$ cat src/rtl/uart_cmd_responder.sv
// Command responder that parses A5-framed UART requests and reads/writes a small register bank.
// Optional trailing XOR checksum byte is enabled by defining UART_CMD_CHECKSUM_EN.
module uart_cmd_responder #(
    parameter int unsigned NUM_REGS     = 8,
    parameter int unsigned TIMEOUT_CLKS = 1000000
) (
    input  logic       clk,
    input  logic       reset,
    input  logic [7:0] rx_byte,
    input  logic       rx_valid,
    output logic       tx_start,
    output logic [7:0] tx_data,
    input  logic       tx_done,
    output logic [7:0] reg0,
    output logic       busy,
    output logic       frame_timeout
);

    localparam int unsigned CNT_W = (TIMEOUT_CLKS > 1) ? $clog2(TIMEOUT_CLKS) : 1;
    localparam logic [CNT_W-1:0] CNT_LAST = CNT_W'(TIMEOUT_CLKS - 1);

    localparam logic [7:0] SYNC    = 8'hA5;
    localparam logic [7:0] CMD_WR  = 8'h57;
    localparam logic [7:0] CMD_RD  = 8'h52;
    localparam logic [7:0] RSP_ACK = 8'h06;
    localparam logic [7:0] RSP_NAK = 8'h15;

    localparam logic [2:0] S_IDLE = 3'd0;
    localparam logic [2:0] S_CMD  = 3'd1;
    localparam logic [2:0] S_ADDR = 3'd2;
    localparam logic [2:0] S_DATA = 3'd3;
`ifdef UART_CMD_CHECKSUM_EN
    localparam logic [2:0] S_CSUM = 3'd4;
`endif
    localparam logic [2:0] S_EXEC = 3'd5;
    localparam logic [2:0] S_SEND = 3'd6;
    localparam logic [2:0] S_WAIT = 3'd7;

    logic [2:0]       state_q, state_d;
    logic [CNT_W-1:0] cnt_q, cnt_d;
    logic [7:0]       cmd_q, cmd_d;
    logic [7:0]       addr_q, addr_d;
    logic [7:0]       data_q, data_d;
    logic             nak_q, nak_d;
    logic [7:0]       tx_data_q, tx_data_d;
    logic             tx_start_q, tx_start_d;
    logic             busy_q, busy_d;
    logic             timeout_q, timeout_d;
    logic [7:0]       regs_q [NUM_REGS];
    logic             wr_en_c;
    logic [7:0]       rd_data_c;
    logic             addr_ok_c;
    logic             csum_ok_c;
    logic [2:0]       after_payload_c;

`ifdef UART_CMD_CHECKSUM_EN
    logic [7:0] csum_q, csum_d;
    assign csum_ok_c       = (csum_q == (cmd_q ^ addr_q ^ ((cmd_q == CMD_WR) ? data_q : 8'h00)));
    assign after_payload_c = S_CSUM;
`else
    assign csum_ok_c       = 1'b1;
    assign after_payload_c = S_EXEC;
`endif

    // Address is compared at 9 bits so NUM_REGS=256 and addr=0xFF both behave.
    assign addr_ok_c = ({1'b0, addr_q} < 9'(NUM_REGS));

    always_comb begin
        rd_data_c = 8'h00;
        for (int unsigned i = 0; i < NUM_REGS; i++) begin
            if (addr_q == 8'(i)) rd_data_c = regs_q[i];
        end
    end

    // Next-state and datapath updates.
    always_comb begin
        state_d   = state_q;
        cnt_d     = cnt_q;
        cmd_d     = cmd_q;
        addr_d    = addr_q;
        data_d    = data_q;
        nak_d     = nak_q;
        tx_data_d = tx_data_q;
        timeout_d = 1'b0;
        wr_en_c   = 1'b0;
`ifdef UART_CMD_CHECKSUM_EN
        csum_d    = csum_q;
`endif
        case (state_q)
            S_IDLE: begin
                if (rx_valid && (rx_byte == SYNC)) begin
                    state_d = S_CMD;
                    cnt_d   = '0;
                    nak_d   = 1'b0;
                    data_d  = 8'h00;
                end
            end
            S_EXEC: begin
                state_d = S_SEND;
                if (nak_q || !addr_ok_c || !csum_ok_c) begin
                    tx_data_d = RSP_NAK;
                end else if (cmd_q == CMD_WR) begin
                    tx_data_d = RSP_ACK;
                    wr_en_c   = 1'b1;
                end else begin
                    tx_data_d = rd_data_c;
                end
            end
            S_SEND: state_d = S_WAIT;
            S_WAIT: begin
                if (tx_done) state_d = S_IDLE;
            end
            default: begin
                // Frame-collection states share the inter-byte timeout; a byte at expiry wins.
                if (rx_valid) begin
                    cnt_d = '0;
                    case (state_q)
                        S_CMD: begin
                            cmd_d = rx_byte;
                            if ((rx_byte == CMD_WR) || (rx_byte == CMD_RD)) begin
                                state_d = S_ADDR;
                            end else begin
                                nak_d   = 1'b1;
                                state_d = S_EXEC;
                            end
                        end
                        S_ADDR: begin
                            addr_d  = rx_byte;
                            state_d = (cmd_q == CMD_WR) ? S_DATA : after_payload_c;
                        end
                        S_DATA: begin
                            data_d  = rx_byte;
                            state_d = after_payload_c;
                        end
`ifdef UART_CMD_CHECKSUM_EN
                        S_CSUM: begin
                            csum_d  = rx_byte;
                            state_d = S_EXEC;
                        end
`endif
                        default: state_d = S_IDLE;
                    endcase
                end else if (cnt_q == CNT_LAST) begin
                    state_d   = S_IDLE;
                    cnt_d     = '0;
                    timeout_d = 1'b1;
                end else begin
                    cnt_d = cnt_q + CNT_W'(1);
                end
            end
        endcase
        tx_start_d = (state_d == S_SEND);
        busy_d     = (state_d != S_IDLE);
    end

    always_ff @(posedge clk or negedge reset) begin
        if (!reset) begin
            state_q    <= S_IDLE;
            cnt_q      <= '0;
            cmd_q      <= 8'h00;
            addr_q     <= 8'h00;
            data_q     <= 8'h00;
            nak_q      <= 1'b0;
            tx_data_q  <= 8'h00;
            tx_start_q <= 1'b0;
            busy_q     <= 1'b0;
            timeout_q  <= 1'b0;
`ifdef UART_CMD_CHECKSUM_EN
            csum_q     <= 8'h00;
`endif
        end else begin
            state_q    <= state_d;
            cnt_q      <= cnt_d;
            cmd_q      <= cmd_d;
            addr_q     <= addr_d;
            data_q     <= data_d;
            nak_q      <= nak_d;
            tx_data_q  <= tx_data_d;
            tx_start_q <= tx_start_d;
            busy_q     <= busy_d;
            timeout_q  <= timeout_d;
`ifdef UART_CMD_CHECKSUM_EN
            csum_q     <= csum_d;
`endif
        end
    end

    // Register bank; the write lands on the edge leaving EXEC, alongside tx_start.
    always_ff @(posedge clk or negedge reset) begin
        if (!reset) begin
            for (int unsigned i = 0; i < NUM_REGS; i++) regs_q[i] <= 8'h00;
        end else if (wr_en_c) begin
            for (int unsigned i = 0; i < NUM_REGS; i++) begin
                if (addr_q == 8'(i)) regs_q[i] <= data_q;
            end
        end
    end

    assign tx_start      = tx_start_q;
    assign tx_data       = tx_data_q;
    assign reg0          = regs_q[0];
    assign busy          = busy_q;
    assign frame_timeout = timeout_q;

endmodule

$ cat config.mk
export PLATFORM = sky130hd
export DESIGN_NAME = uart_cmd_responder
export DESIGN_NICKNAME = d
export VERILOG_FILES = /design/src/rtl/uart_cmd_responder.sv
export SDC_FILE = /design/constraint.sdc
export NUM_CORES = 1
export LEC_CHECK = 0
export CAP_MARGIN = 25
export CORE_MARGIN = 4
export CORE_UTILIZATION = 35
export CTS_CLUSTER_DIAMETER = 60
export DETAILED_ROUTE_END_ITERATION = 16
export GPL_TIMING_DRIVEN = 1
export HOLD_SLACK_MARGIN = 0.08
export PLACE_DENSITY = 0.53
export SYNTH_ARGS = -nofsm -noshare
export SYNTH_HDL_FRONTEND = slang
export SYNTH_SLANG_ARGS = --single-unit
$ cat constraint.sdc
create_clock -name clk -period 4.14 [get_ports clk]
set_input_delay 1.242 -clock clk [delete_from_list [all_inputs] [get_ports clk]]
set_output_delay 1.242 -clock clk [all_outputs]
set_load 0.005 [all_outputs]
# --- Yosys cells after proc, flatten, opt, wreduce, memory -nomap -nowiden ---
# Cells that the tools add are included.
# Widths: inputs -> output; s select.
op_classes:
  add_sub_neg: 1
  magnitude_cmp: 1
  n_eq_ne: 21
  mux: 37
  n_bitwise: 2
  n_reduce_logical: 25
op_table:
  columns: ["cell", "n"]
  rows:
  - ["$mux 8", 13]
  - ["$mux 20", 3]
  - ["$pmux 20 s2", 1]
  - ["$eq 8x3->1 const B", 4]
  - ["$eq 8x7->1 const B", 3]
  - ["$add 20x1->20 const B", 1]
  - ["$eq 20x20->1 const B", 1]
  - ["$mux 3", 6]
  - ["$reduce_and 2->1", 9]
  - ["$eq 8x2->1 const B", 2]
  - ["$pmux 8 s2", 1]
  - ["$eq 3x3->1 const B", 4]
  - ["$pmux 3 s4", 1]
  - ["$mux 1", 10]
  - ["$pmux 3 s3", 1]
  - ["$eq 8x1->1 const B", 1]
  - ["$eq 8x8->1 const B", 1]
  - ["$logic_not 8->1", 1]
  - ["$lt 8x4->1 const B", 1]
  - ["$eq 3x2->1 const B", 2]
  - ["$reduce_and 3->1", 2]
  - ["$reduce_bool 2->1", 3]
  - ["$reduce_and 5->1", 1]
  - ["$reduce_and 4->1", 1]
  - ["other kinds (12)", 14]
totals:
  reg_bits: 123
  in_bits: 12
  output_inout_bits: 19
  elab_cells: 105

# --- Depth between registers and ports, before layout ---
depth:
  ltp_word: 11
  depth_mapped: 8
  ltp_nobuf: 6

# --- Worst setup path before layout ---
# Ideal clock, no wire load.
synth_path:
  kind: "input -> register"
  from: "input port rx_byte[4]"
  to: "register data_q[6]"
  setup_ns: 0.083
  arrival_time_ns: 2.805
  required_time_ns: 4.057
  path_slack_ns: 1.252
  stages: 6
  n_path_buf: 1
  cell_sequence: "nor4b_1 > a31oi_1 > nor3_1 > clkbuf_1 > nand3_1 > o21ai_0"
synth_between:
  elab_chain_len: 4
synth_lines:
  columns: ["element", "line_no", "rtl"]
  rows:
  - ["start, declared", "9", "input logic [7:0] rx_byte,"]
  - ["$eq 8x8->1", "91", "if (rx_valid && (rx_byte == SYNC)) begin"]
  - ["$logic_and 1x1->1", "91", null]
  - ["$ne 2x2->1 (no line)", null, null]
  - ["$reduce_and 4->1 (no line)", null, null]
  - ["end signal, assigned", "176", "data_q <= data_d;"]
  - ["end, declared", "43", "logic [7:0] data_q, data_d;"]
# No other way between the ends.
# A chain may end at the register's enable or synchronous reset.

# --- Worst setup path in the final report ---
layout_path:
  from: "register state_q[0]"
  to: "register regs_q[35] (netlist name)"
layout_between:
  elab_chain_len: 3
layout_lines:
  columns: ["element", "line_no", "rtl"]
  rows:
  - ["start, declared", "39", "logic [2:0] state_q, state_d;"]
  - ["start signal, assigned", "172", "state_q <= state_d;"]
  - ["$eq 3x3->1", "89", "case (state_q)"]
  - ["$mux 1", "89", null]
  - ["$reduce_and 2->1 (no line)", null, null]
  - ["end signal, assigned by index", "194", "if (addr_q == 8'(i)) regs_q[i] <= data_q;"]
  - ["end, declared", "49", "logic [7:0] regs_q [NUM_REGS];"]
# No other way between the ends.

==> flow_metrics.tcl <==
set metrics [dict create \
    run_status "finished clean" \
    seqCellArea_um2 3080 \
    synth-edff-count 0 \
    grt-ovfl-total 0 \
    die_w_um 139 \
    grt_pass1_vias 4243 \
    timing.final.crit_share_pct 79.7 \
    crit_path_max_fanout 14 \
    avgSynthCellArea_um2 11.8 \
    antenna_found_initial 0 \
    fin_tns_setup_ns 0 \
    max_clock_freq_mhz 303 \
    die_area_um2 19300 \
    rsz0062_at_grt "false" \
    clock-sinks 123 \
    setup_ws_ns 0.841 \
    setup_viol 0 \
    fin_crit_ns 3.30 \
    finClkSkew_ns 0.0105 \
    numCtsBuffers 17 \
    fillers 1556 \
    io_buffers 30 \
    cts-htree-levels 4 \
    ys_types 58 \
    netlist_area_um2 5990 \
    nNetsFinal 542 \
    drc_errors 0 \
    routed_wl_um 14000 \
    clockBufferDepth 2 \
    syn-num-nets 519 \
    ios 31 \
    endpoint_kind "flip-flop" \
    grtUsageTotal_pct 15.1 \
    postCtsHoldBufs 0 \
    first_pass_iters 4 \
    area_growth_pct 18.2 \
    coreArea_um2 16700 \
    first_iter_violations 268 \
    ir_drop_v 0.000304 \
    crit_arrival_ns 3.59 \
    tightest_slew_ns 0.988 \
    wire_per_inst_um 18.4 \
    vias 4126 \
    cts_setup_buffers 0 \
    grt_max_degree 55 \
    cts_tree "yes" \
    power_density_nw_per_um2 597 \
    slew_headroom_pct 34.1 \
    diodes 0 \
    power_leakage_nw 3.12 \
    multi_input_area_um2 2710 \
    clk_latency_ns 0.42 \
    yosys_warnings 0 \
    syn-instance-count 506 \
    ys_async_sr_fraction_pct 100 \
    dp_hpwl_um 9550 \
    clk_pin_slew_worst_paths_ns 0.06 \
    initial_utilization_pct 35.9 \
    maxCapViolations 0 \
    timing_worst_setup_path_type "reg2reg" \
    hp-class "reg2reg" \
    num_rows 47 \
    post-place-ws_ns 0.494 \
    ant_nets 0 \
    synthFlopType "dfrtp_1" \
    drive_gt1_share_pct 26.4 \
    cts_resized 0 \
    grt_pass1_wl_um 23000 \
    hold_viol 0 \
    required_ns 4.43 \
    holdWs_ns 0.480 \
    gp_congestion 0.837 \
    clockRootBuffer "clkbuf_16" \
    synth-seq-area-share_pct 51.4 \
    drv_slew 0 \
    ys_seq_elements 123 \
    die_h_um 139 \
    cp-start-kind "flip-flop" \
    avgViaCountPerCell 5.41 \
]
==> critical path, stage by stage (launching register included) <==
cell and delay (ns):
dfrtp_1 0.57, nand3b_1 0.47, nor4_4 0.49, nand2b_1 0.39, nand4bb_1 0.75, mux2_2 0.49
==> kinds of logic after synthesis <==
kind of cell             synth area share [%]
AO/OA/AOI/OAI                            8.02
XOR/XNOR                                 1.02
AND/OR/NAND/NOR                          15.7
flip-flops                               51.4
multiplexers                             20.3
adder cells (fa/ha/maj)                 0.209
buffers and inverters                    3.47
==> sequential cells by signal (all words and copies together) (netlist names) <==
signal / cells
addr_q: 8
busy: 1
cmd_q: 8
cnt_q: 20
data_q: 8
frame_timeout: 1
nak_q: 1
reg0: 8
regs_q: 56
state_q: 3
tx_data: 8
tx_start: 1
==> cell type report <==
class / count / share of cell area, %
clock buffer: 19 / 6.39
clock inverter: 13 / 2.44
inverter: 10 / 0.530
multi-input combinational: 340 / 38.2
sequential: 123 / 43.4
tap: 220 / 3.88
timing repair buffer: 37 / 5.12
==> path summary, 6_finish.rpt <==
path / startpoint / end / slack [ns] / cells after the start
max reg2reg: state_q[0] / regs_q[35] / 0.84 / 5
min in group asynchronous: reset / cnt_q[3] / 0.87 / 1
min reg2reg: tx_data[5] / tx_data[5] / 0.48 / 2
max in group asynchronous: reset / reg0[6] / 2.48 / 2
max: state_q[0] / regs_q[35] / 0.84 / 5
min: tx_data[5] / tx_data[5] / 0.48 / 2
==> layout by cell type, fill, tap and decap left out, drive strengths merged, types with 3 or more instances in the layout <==
cell type        n
clkdlybuf4s50   29
nand4            9
nor3            13
mux2i            7
clkinvlp         3
and2             5
nor2            27
inv             10
and3             7
dfrtp          123
o21ai           18
mux4             8
o31ai            3
o211ai           6
xnor2            7
a31oi           10
clkinv           6
a21o             3
buf              8
nor4b            6
a21oi           13
nand2           33
and4             5
nand3           18
bufinv           4
or2              3
nand2b           6
o221ai           3
nor2b            6
clkbuf          19
mux2            83
o22ai            4
nor4             7
==> where the power goes <==
| part | switching (W) | internal (W) | total (W) | leakage (nW) |
|---|---|---|---|---|
| sequential | 0.000373 | 0.00139 | 0.00176 | 1.64 |
| combinational | 0.000499 | 0.000420 | 0.000919 | 1.17 |
| clock | 0.000522 | 0.00103 | 0.00155 | 0.304 |
| total | 0.00139 | 0.00284 | 0.00423 | 3.12 |
==> layer usage <==
| layer | global-route usage (%) | vias up | share of wire (%) |
|---|---|---|---|
| met5 | 0 | - | 0 |
| met4 | 5.87 | 0 | 2.1 |
| met3 | 3.41 | 24 | 3.4 |
| met2 | 24.3 | 88 | 48 |
| met1 | 19.8 | 2100 | 46 |
| li1 | - | 1914 | - |
==> synth_stat cells (all sizes together) (3+ instances only) <==
cell    instances  share of area [%]
nand2b          6               0.63
nand3          18                1.5
dfrtp         123                 51
mux4            8                3.0
xnor2           7                1.0
nor2           27                1.7
o22ai           4               0.42
and2            5               0.52
mux2i           7                1.2
nor4b           6                1.1
or2             3               0.31
nor3           13                1.3
a31oi          10                1.0
nand2          33                2.1
nor2b           6               0.63
and4            5               0.73
mux2           83                 16
buf            14                1.6
o31ai           3               0.38
a21o            3               0.38
inv            10               0.63
o221ai          3               0.44
nand4           9               0.94
clkbuf         19                1.2
o21ai          18                1.5
a21oi          13                1.1
o211ai          6               0.75
and3            7               0.73
nor4            7                1.2
==> per-stage QoR <==
stage          cell area [um^2]  power [W]  std cells  util [%]
6_report                   7090    0.00423        762      42.4
5_1_grt                    7090    0.00447        762      42.4
4_1_cts                    7090    0.00427        762      42.4
3_5_place_dp               6460    0.00270        730      38.7
3_3_place_gp               6460    0.00268        730      38.7
2_1_floorplan              5990    0.00232        506         -
Power figures use the tool's default switching activity.
